[config.mk]
export PLATFORM = sky130hd
export DESIGN_NAME = acq_udp_framer
export DESIGN_NICKNAME = d
export VERILOG_FILES = /design/src/rtl/acq_udp_framer_pkg.sv /design/src/rtl/acq_udp_framer.sv
export SDC_FILE = /design/constraint.sdc
export NUM_CORES = 1
export LEC_CHECK = 0
export ABC_AREA = 0
export CAP_MARGIN = 25
export CORE_UTILIZATION = 40
export CTS_CLUSTER_SIZE = 8
export DETAILED_ROUTE_END_ITERATION = 10
export HOLD_SLACK_MARGIN = 0.05
export PLACE_DENSITY = 0.75
export SLEW_MARGIN = 20
export SYNTH_ARGS = -nofsm -noshare
export SYNTH_HDL_FRONTEND = slang
export SYNTH_SLANG_ARGS = --single-unit
[constraint.sdc]
create_clock -name clk -period 16.37 [get_ports clk]
set_clock_uncertainty 0.15 [all_clocks]
set_input_delay 2.4555 -clock clk [delete_from_list [all_inputs] [get_ports clk]]
set_output_delay 2.4555 -clock clk [all_outputs]
set_load 0.03 [all_outputs]
[src/rtl/acq_udp_framer_pkg.sv]
// acq_udp_framer_pkg
// Shared definitions for the acquisition UDP framer and for anything that
// decodes its TX status words: the FSM encoding, payload geometry and the bit
// positions of the fields inside the 96-bit status word.
package acq_udp_framer_pkg;

    typedef enum logic [2:0] {
        StIdle,
        StHdrHi,
        StHdrLo,
        StLoad,
        StBytes,
        StStatus
    } state_e;

    // 108-bit word padded to 112 bits and sent as 14 bytes
    localparam int unsigned BYTES_PER_WORD = 14;
    // 16-bit sequence number at the front of each payload
    localparam int unsigned HDR_BYTES      = 2;

    // Status word layout: {dest_mac, dest_ip, payload_len}
    localparam int unsigned STATUS_MAC_MSB = 95;
    localparam int unsigned STATUS_MAC_LSB = 48;
    localparam int unsigned STATUS_IP_MSB  = 47;
    localparam int unsigned STATUS_IP_LSB  = 16;
    localparam int unsigned STATUS_LEN_MSB = 15;
    localparam int unsigned STATUS_LEN_LSB = 0;

    // UDP payload length for a packet holding 'words' acquisition words
    function automatic logic [15:0] payload_len(input logic [7:0] words);
        return 16'(HDR_BYTES) + 16'(BYTES_PER_WORD) * {8'd0, words};
    endfunction

endpackage

[src/rtl/acq_udp_framer.sv]
// acq_udp_framer
// Packs 108-bit words from a show-ahead acquisition FIFO into UDP payloads
// for the TX FIFO pair of the 1 Gb Ethernet core. Each payload is a 16-bit
// sequence number followed by up to WORDS_PER_PKT words, 14 bytes each,
// MSB-first. A partial packet is closed after TIMEOUT empty cycles, or after
// the word in flight when enable drops.
//
// Ports:
//   clk, reset            clock and asynchronous active-high reset
//   enable                streaming enable
//   dest_mac, dest_ip     destination, latched when a packet starts
//   acq_rdreq/rddata/rdempty   show-ahead acquisition FIFO read side
//   tx_fifo_data/_write/_full          payload byte FIFO
//   tx_fifo_status/_write/_full        per-packet status FIFO
//   busy                  packet in progress
//   seq_num               sequence number of the next packet
module acq_udp_framer
    import acq_udp_framer_pkg::*;
#(
    parameter int unsigned WORDS_PER_PKT = 64,
    parameter int unsigned TIMEOUT       = 1024
) (
    input  logic         clk,
    input  logic         reset,
    input  logic         enable,
    input  logic [47:0]  dest_mac,
    input  logic [31:0]  dest_ip,
    output logic         acq_rdreq,
    input  logic [107:0] acq_rddata,
    input  logic         acq_rdempty,
    output logic [7:0]   tx_fifo_data,
    output logic         tx_fifo_data_write,
    input  logic         tx_fifo_data_full,
    output logic [95:0]  tx_fifo_status,
    output logic         tx_fifo_status_write,
    input  logic         tx_fifo_status_full,
    output logic         busy,
    output logic [15:0]  seq_num
);

    localparam int unsigned IDLE_W = $clog2(TIMEOUT + 1);

    state_e              state_q, state_d;
    logic [15:0]         seq_q, seq_d;
    logic [7:0]          word_cnt_q, word_cnt_d;
    logic [3:0]          byte_cnt_q, byte_cnt_d;
    logic [IDLE_W-1:0]   idle_cnt_q, idle_cnt_d;
    logic [111:0]        shreg_q, shreg_d;
    logic [47:0]         mac_q, mac_d;
    logic [31:0]         ip_q, ip_d;

    always_ff @(posedge clk or posedge reset) begin
        if (reset) begin
            state_q    <= StIdle;
            seq_q      <= '0;
            word_cnt_q <= '0;
            byte_cnt_q <= '0;
            idle_cnt_q <= '0;
            shreg_q    <= '0;
            mac_q      <= '0;
            ip_q       <= '0;
        end else begin
            state_q    <= state_d;
            seq_q      <= seq_d;
            word_cnt_q <= word_cnt_d;
            byte_cnt_q <= byte_cnt_d;
            idle_cnt_q <= idle_cnt_d;
            shreg_q    <= shreg_d;
            mac_q      <= mac_d;
            ip_q       <= ip_d;
        end
    end

    always_comb begin
        state_d              = state_q;
        seq_d                = seq_q;
        word_cnt_d           = word_cnt_q;
        byte_cnt_d           = byte_cnt_q;
        idle_cnt_d           = idle_cnt_q;
        shreg_d              = shreg_q;
        mac_d                = mac_q;
        ip_d                 = ip_q;
        acq_rdreq            = 1'b0;
        tx_fifo_data         = 8'd0;
        tx_fifo_data_write   = 1'b0;
        tx_fifo_status       = 96'd0;
        tx_fifo_status_write = 1'b0;

        unique case (state_q)
            StIdle: begin
                if (!enable) begin
                    seq_d = 16'd0;
                end else if (!acq_rdempty && !tx_fifo_status_full) begin
                    // Status room is reserved up front so the packet can always close
                    mac_d      = dest_mac;
                    ip_d       = dest_ip;
                    word_cnt_d = 8'd0;
                    idle_cnt_d = '0;
                    state_d    = StHdrHi;
                end
            end

            StHdrHi: begin
                tx_fifo_data       = seq_q[15:8];
                tx_fifo_data_write = !tx_fifo_data_full;
                if (!tx_fifo_data_full) begin
                    state_d = StHdrLo;
                end
            end

            StHdrLo: begin
                tx_fifo_data       = seq_q[7:0];
                tx_fifo_data_write = !tx_fifo_data_full;
                if (!tx_fifo_data_full) begin
                    state_d = StLoad;
                end
            end

            StLoad: begin
                if (!enable) begin
                    // No word in flight: close what we have
                    state_d = StStatus;
                end else if (!acq_rdempty) begin
                    acq_rdreq  = 1'b1;
                    shreg_d    = {4'b0000, acq_rddata};
                    idle_cnt_d = '0;
                    byte_cnt_d = 4'd0;
                    state_d    = StBytes;
                end else if (idle_cnt_q == IDLE_W'(TIMEOUT - 1)) begin
                    state_d = StStatus;
                end else begin
                    idle_cnt_d = idle_cnt_q + 1'b1;
                end
            end

            StBytes: begin
                tx_fifo_data       = shreg_q[111:104];
                tx_fifo_data_write = !tx_fifo_data_full;
                if (!tx_fifo_data_full) begin
                    shreg_d    = {shreg_q[103:0], 8'd0};
                    byte_cnt_d = byte_cnt_q + 4'd1;
                    if (byte_cnt_q == 4'(BYTES_PER_WORD - 1)) begin
                        word_cnt_d = word_cnt_q + 8'd1;
                        if ((word_cnt_q + 8'd1 == 8'(WORDS_PER_PKT)) || !enable) begin
                            state_d = StStatus;
                        end else begin
                            state_d = StLoad;
                        end
                    end
                end
            end

            StStatus: begin
                tx_fifo_status[STATUS_MAC_MSB:STATUS_MAC_LSB] = mac_q;
                tx_fifo_status[STATUS_IP_MSB:STATUS_IP_LSB]   = ip_q;
                tx_fifo_status[STATUS_LEN_MSB:STATUS_LEN_LSB] = payload_len(word_cnt_q);
                tx_fifo_status_write = !tx_fifo_status_full;
                if (!tx_fifo_status_full) begin
                    seq_d   = seq_q + 16'd1;
                    state_d = StIdle;
                end
            end

            default: begin
                state_d = StIdle;
            end
        endcase
    end

    assign busy    = (state_q != StIdle);
    assign seq_num = seq_q;

endmodule
# Word level (Yosys, flattened, before mapping)
# Cells that the tools add are included.
# word_totals
ff_bits	234
out_inout_bits	124
wordCells	94
# classes
addsub	5
mul	1
eq_ne	20
muxes	41
n_reduce_logical	19
# op_table
cell	count
112-bit two-way mux	3
112-bit case mux with 2 select lines	1
96-bit two-way mux	1
11-bit two-way mux	5
3-bit two-way mux	11
16-bit two-way mux	2
8-bit two-way mux	4
16-bit case mux with 2 select lines	1
8-bit case mux with 3 select lines	1
11-bit case mux with 2 select lines	1
2-bit != test, second input constant	10
3-bit case mux with 6 select lines	1
16-bit by 1-bit adder with 16-bit output, second input constant	1
8-bit case mux with 2 select lines	1
2-bit by 12-bit adder with 13-bit output, first input constant	1
4-bit two-way mux	3
11-bit by 1-bit adder with 11-bit output, second input constant	1
11-bit by 10-bit == test with 1-bit output, second input constant	1
3-bit by 8-bit multiplier with 11-bit output, first input constant	1
5-bit AND reduction	2
8-bit by 1-bit adder with 8-bit output, second input constant	1
8-bit by 7-bit == test with 1-bit output, second input constant	1
4-bit case mux with 2 select lines	1
8-bit AND reduction	1
17 further kinds	30

# Logic depth before layout (Yosys ltp)
# depth
depth_word	7
mapped_depth	11
ltp_nobuf	11

# Worst setup path before layout
# OpenSTA, ideal clock, no wires.
# synth_timing
kind	register to output
from	register word_cnt_q[2]
to	output tx_fifo_status[12]
arrival_time_ns	3.589
required_ns	13.765
setup_slack_ns	10.176
path_stages_with_launch	11
n_path_buf	0
cell_sequence	dfrtp_1 fa_1 ha_1 inv_1 fa_1 nand2b_1 a21oi_1 xor2_1 nand3_1 nor4b_1 nor4bb_1
# synth_between
elab_chain_cells	3
# synth_lines
item	line	source
start, declared	acq_udp_framer.sv:45	logic [7:0] word_cnt_q, word_cnt_d;
start signal, assigned	acq_udp_framer.sv:65	word_cnt_q <= word_cnt_d;
3-bit by 8-bit multiplier with 11-bit output	acq_udp_framer_pkg.sv:31	return 16'(HDR_BYTES) + 16'(BYTES_PER_WORD) * {8'd0, words};
2-bit by 12-bit adder with 13-bit output	acq_udp_framer_pkg.sv:31	
96-bit two-way mux	acq_udp_framer.sv:89	unique case (state_q)
end, declared	acq_udp_framer.sv:34	output logic [95:0] tx_fifo_status,
# Every way passes these cells.

# Final worst setup path
# layout_timing
from	input enable
to	output acq_rdreq
# layout_between
elab_chain_cells	2
# layout_lines
item	line	source
start, declared	acq_udp_framer.sv:25	input logic enable,
1-bit two-way mux	acq_udp_framer.sv:120	if (!enable) begin
1-bit two-way mux	acq_udp_framer.sv:89	
end, declared	acq_udp_framer.sv:28	output logic acq_rdreq,
# Every way passes these cells.

==> flow_summary.ini <==
[synth]
synth_warnings = 0
ys_async_sr_fraction_pct = 100
synth_edf_count = 0
syn_inst = 1220
synth_area_leaders = dfrtp_1 (50%), nand2_1 (8.3%), mux2_2 (7.4%)
seq_area_frac_synth_pct = 50.4
synthFlopType = dfrtp_1
synth.distinct_cells = 56
syn_area_um2 = 11600
synth_top_area_share_pct = 50.4
yosys.area.top_type = dfrtp_1
synth-seq-cells = 234
avgSynthCellArea_um2 = 9.52

[pwr]
powerDensity_nw_per_um2 = 145
irDropWorstVdd_mv = 0.0712
leakage_nw = 6.76

[worst_setup_path]
crit_type = in2out
endpoint_kind = output port
arrival_ps = 4830
cpMaxStageDelayCell = clkdlybuf4s50_1
regToRegSetupSlack_ps = 12540
worstPathCellList = clkdlybuf4s50_1, nand2b_1, nor3_2, clkdlybuf4s50_1
slowest_delay_ps = 810
cp_max_fo = 13
cp_common_cell = clkdlybuf4s50_1
required_ps = 13760
start_kind = primary input

[clock_network]
postCtsHoldBufs = 0
cts_setup_buffers = 0
cts_root_buf = clkbuf_16
cts_resized = 0
clock_latency_ps = 500
clk_pin_slew_worst_paths_ps = 50
cts_tree = yes
clock-sinks = 234
cts_buffers = 35
cts_buffer_depth = 3
htreeDepth = 2

[sta]
rsz0062_at_grt = false
clock.fmax_mhz = 134
fin_setup_tns_ps = 0
relSlewSlack_pct = 31.3
tightest_slew_ps = 1030
post-route-min-period_ps = 7440
timing.final.crit_share_pct = 45.4
setup_violations = 0
maxSlewViolCount = 0
fin_ws_ps = 8930
finalHoldViolCount = 0

[routing]
drtIter0Drc = 656
ant_nets = 0
wl_per_cell_um = 17.0
vias_per_cell = 5.16
vias = 9766
wl_um = 32100
drt_pass1_iterations = 5
remaining_drc_errors = 0

[job]
drv_cap = 0

[die]
die-area_um2 = 29700
chipHeight_um = 172
core_um2 = 28600
ios = 318
die_w_um = 172
initial_core_util_pct = 40.6
fp-row-count = 62

[cells_and_area]
fillerInstances = 2489
layout-drive-gt1-share_pct = 9.35
area_delta_synth_final_pct = 37.6
n_antenna_cell = 0
final_cell_mix = clkdlybuf4s50_1 (313), nand2_1 (255), dfrtp_1 (234)
final_common_cell = clkdlybuf4s50_1
num-nets-final = 1728

[global_routing]
grt_overflow = 0
track_usage_pct = 21.2
grt_pass1_wl_um = 49300
grt_pass1_vias = 9345
antenna_found_initial = 0
grt_max_degree = 118

[placed_design]
post-place-ws_ps = 8910
gp_congestion = 0.872
hpwl_um = 22500
port_buffers = 313

[min_path]
hold_class = reg2reg

[status]
status = completed
==> critical path, delay by kind of cell <==
kind,cells,cell delay (ps)
buffers and inverters,2,1510
and+or+nand+nor,2,860
==> cells in the mapped netlist (all sizes together) (2+ instances only) <==
library cell / count
inv: 16
dfrtp: 234
nand4: 8
a22o: 12
mux2: 84
a31oi: 103
xnor2: 11
nor4b: 2
nand2b: 3
ha: 21
and3: 2
nor3: 15
a21oi: 18
nor4: 2
and2: 82
or4: 3
a22oi: 8
o21ai: 33
nor2b: 3
o21a: 2
or3: 5
nand3b: 4
buf: 33
or2: 3
o31ai: 4
xor2: 17
nand2: 256
mux2i: 6
nor2: 143
fa: 8
nand3: 22
clkbuf: 45
==> per-stage QoR <==
stage | std cells | util, % | cell area [um2] | hold slack, ps | power, mW
after global placement | 1849 | 52.4 | 15000 | 311 | 1.67
after global routing | 1892 | 55.8 | 16000 | 351 | 2.48
after floorplan | 1223 | - | 11600 | 290 | 1.46
final | 1892 | 55.8 | 16000 | 329 | 2.32
after detailed placement | 1849 | 52.4 | 15000 | 325 | 1.70
after CTS | 1889 | 55.5 | 15900 | 335 | 2.34
==> power breakdown <==
group | switching [mW] | total, mW | internal [mW]
clock network | 0.245 | 0.624 | 0.378
logic | 0.390 | 0.729 | 0.338
registers | 0.147 | 0.971 | 0.824
==> layer usage <==
| metal | GRT usage (%) | part of all wire (%) | vias to the layer above |
|---|---|---|---|
| li1 | - | - | 4691 |
| met1 | 25.9 | 40 | 4657 |
| met2 | 35.7 | 48 | 351 |
| met3 | 5.95 | 8.7 | 67 |
| met4 | 7.46 | 2.8 | 0 |
| met5 | 0 | 0 | - |
==> registers in the layout (all words and copies together), names as in the netlist <==
register and cells:
word_cnt_q 8, seq_num 16, state_q 3, mac_q 48, shreg_q 112, idle_cnt_q 11, byte_cnt_q 4, ip_q 32
==> path summary, 6_finish.rpt <==
check,startpoint,to,depth (start not counted)
worst max register to register,state_q[0]$_DFFE_PP0P_,shreg_q[55]$_DFFE_PP0P_,7
min in group asynchronous,reset,mac_q[25]$_DFFE_PP0P_,2
worst min-delay path,ip_q[6]$_DFFE_PP0P_,ip_q[6]$_DFFE_PP0P_,1
worst min register to register,ip_q[6]$_DFFE_PP0P_,ip_q[6]$_DFFE_PP0P_,1
worst max-delay path,enable,acq_rdreq,4
max in group asynchronous,reset,mac_q[19]$_DFFE_PP0P_,3
==> cells by family after synthesis <==
| logic type | Yosys count | share of synthesized area, % |
|---|---|---|
| and+or+nand+nor | 556 | 21.4 |
| DFF | 234 | 50.4 |
| AOI/OAI and AO/OA | 188 | 10.3 |
| buffers and inverters | 94 | 3.52 |
| muxes | 90 | 8.66 |
| adders and majority gates | 29 | 3.64 |
| xor gates and xnor gates | 28 | 2.11 |
| other | 1 | 0.0323 |
==> final cells by class <==
type,instances,area (um2),area share [%]
Clock inverter,4,33.8,0.211
Multi-Input combinational cell,895,5400,33.8
Timing Repair Buffer,323,3270,20.4
Tap cell,384,480,3.01
Sequential cell,234,5860,36.6
Clock buffer,36,880,5.50
Inverter,16,67.6,0.423
No activity file was read; power rests on OpenSTA's default activity.
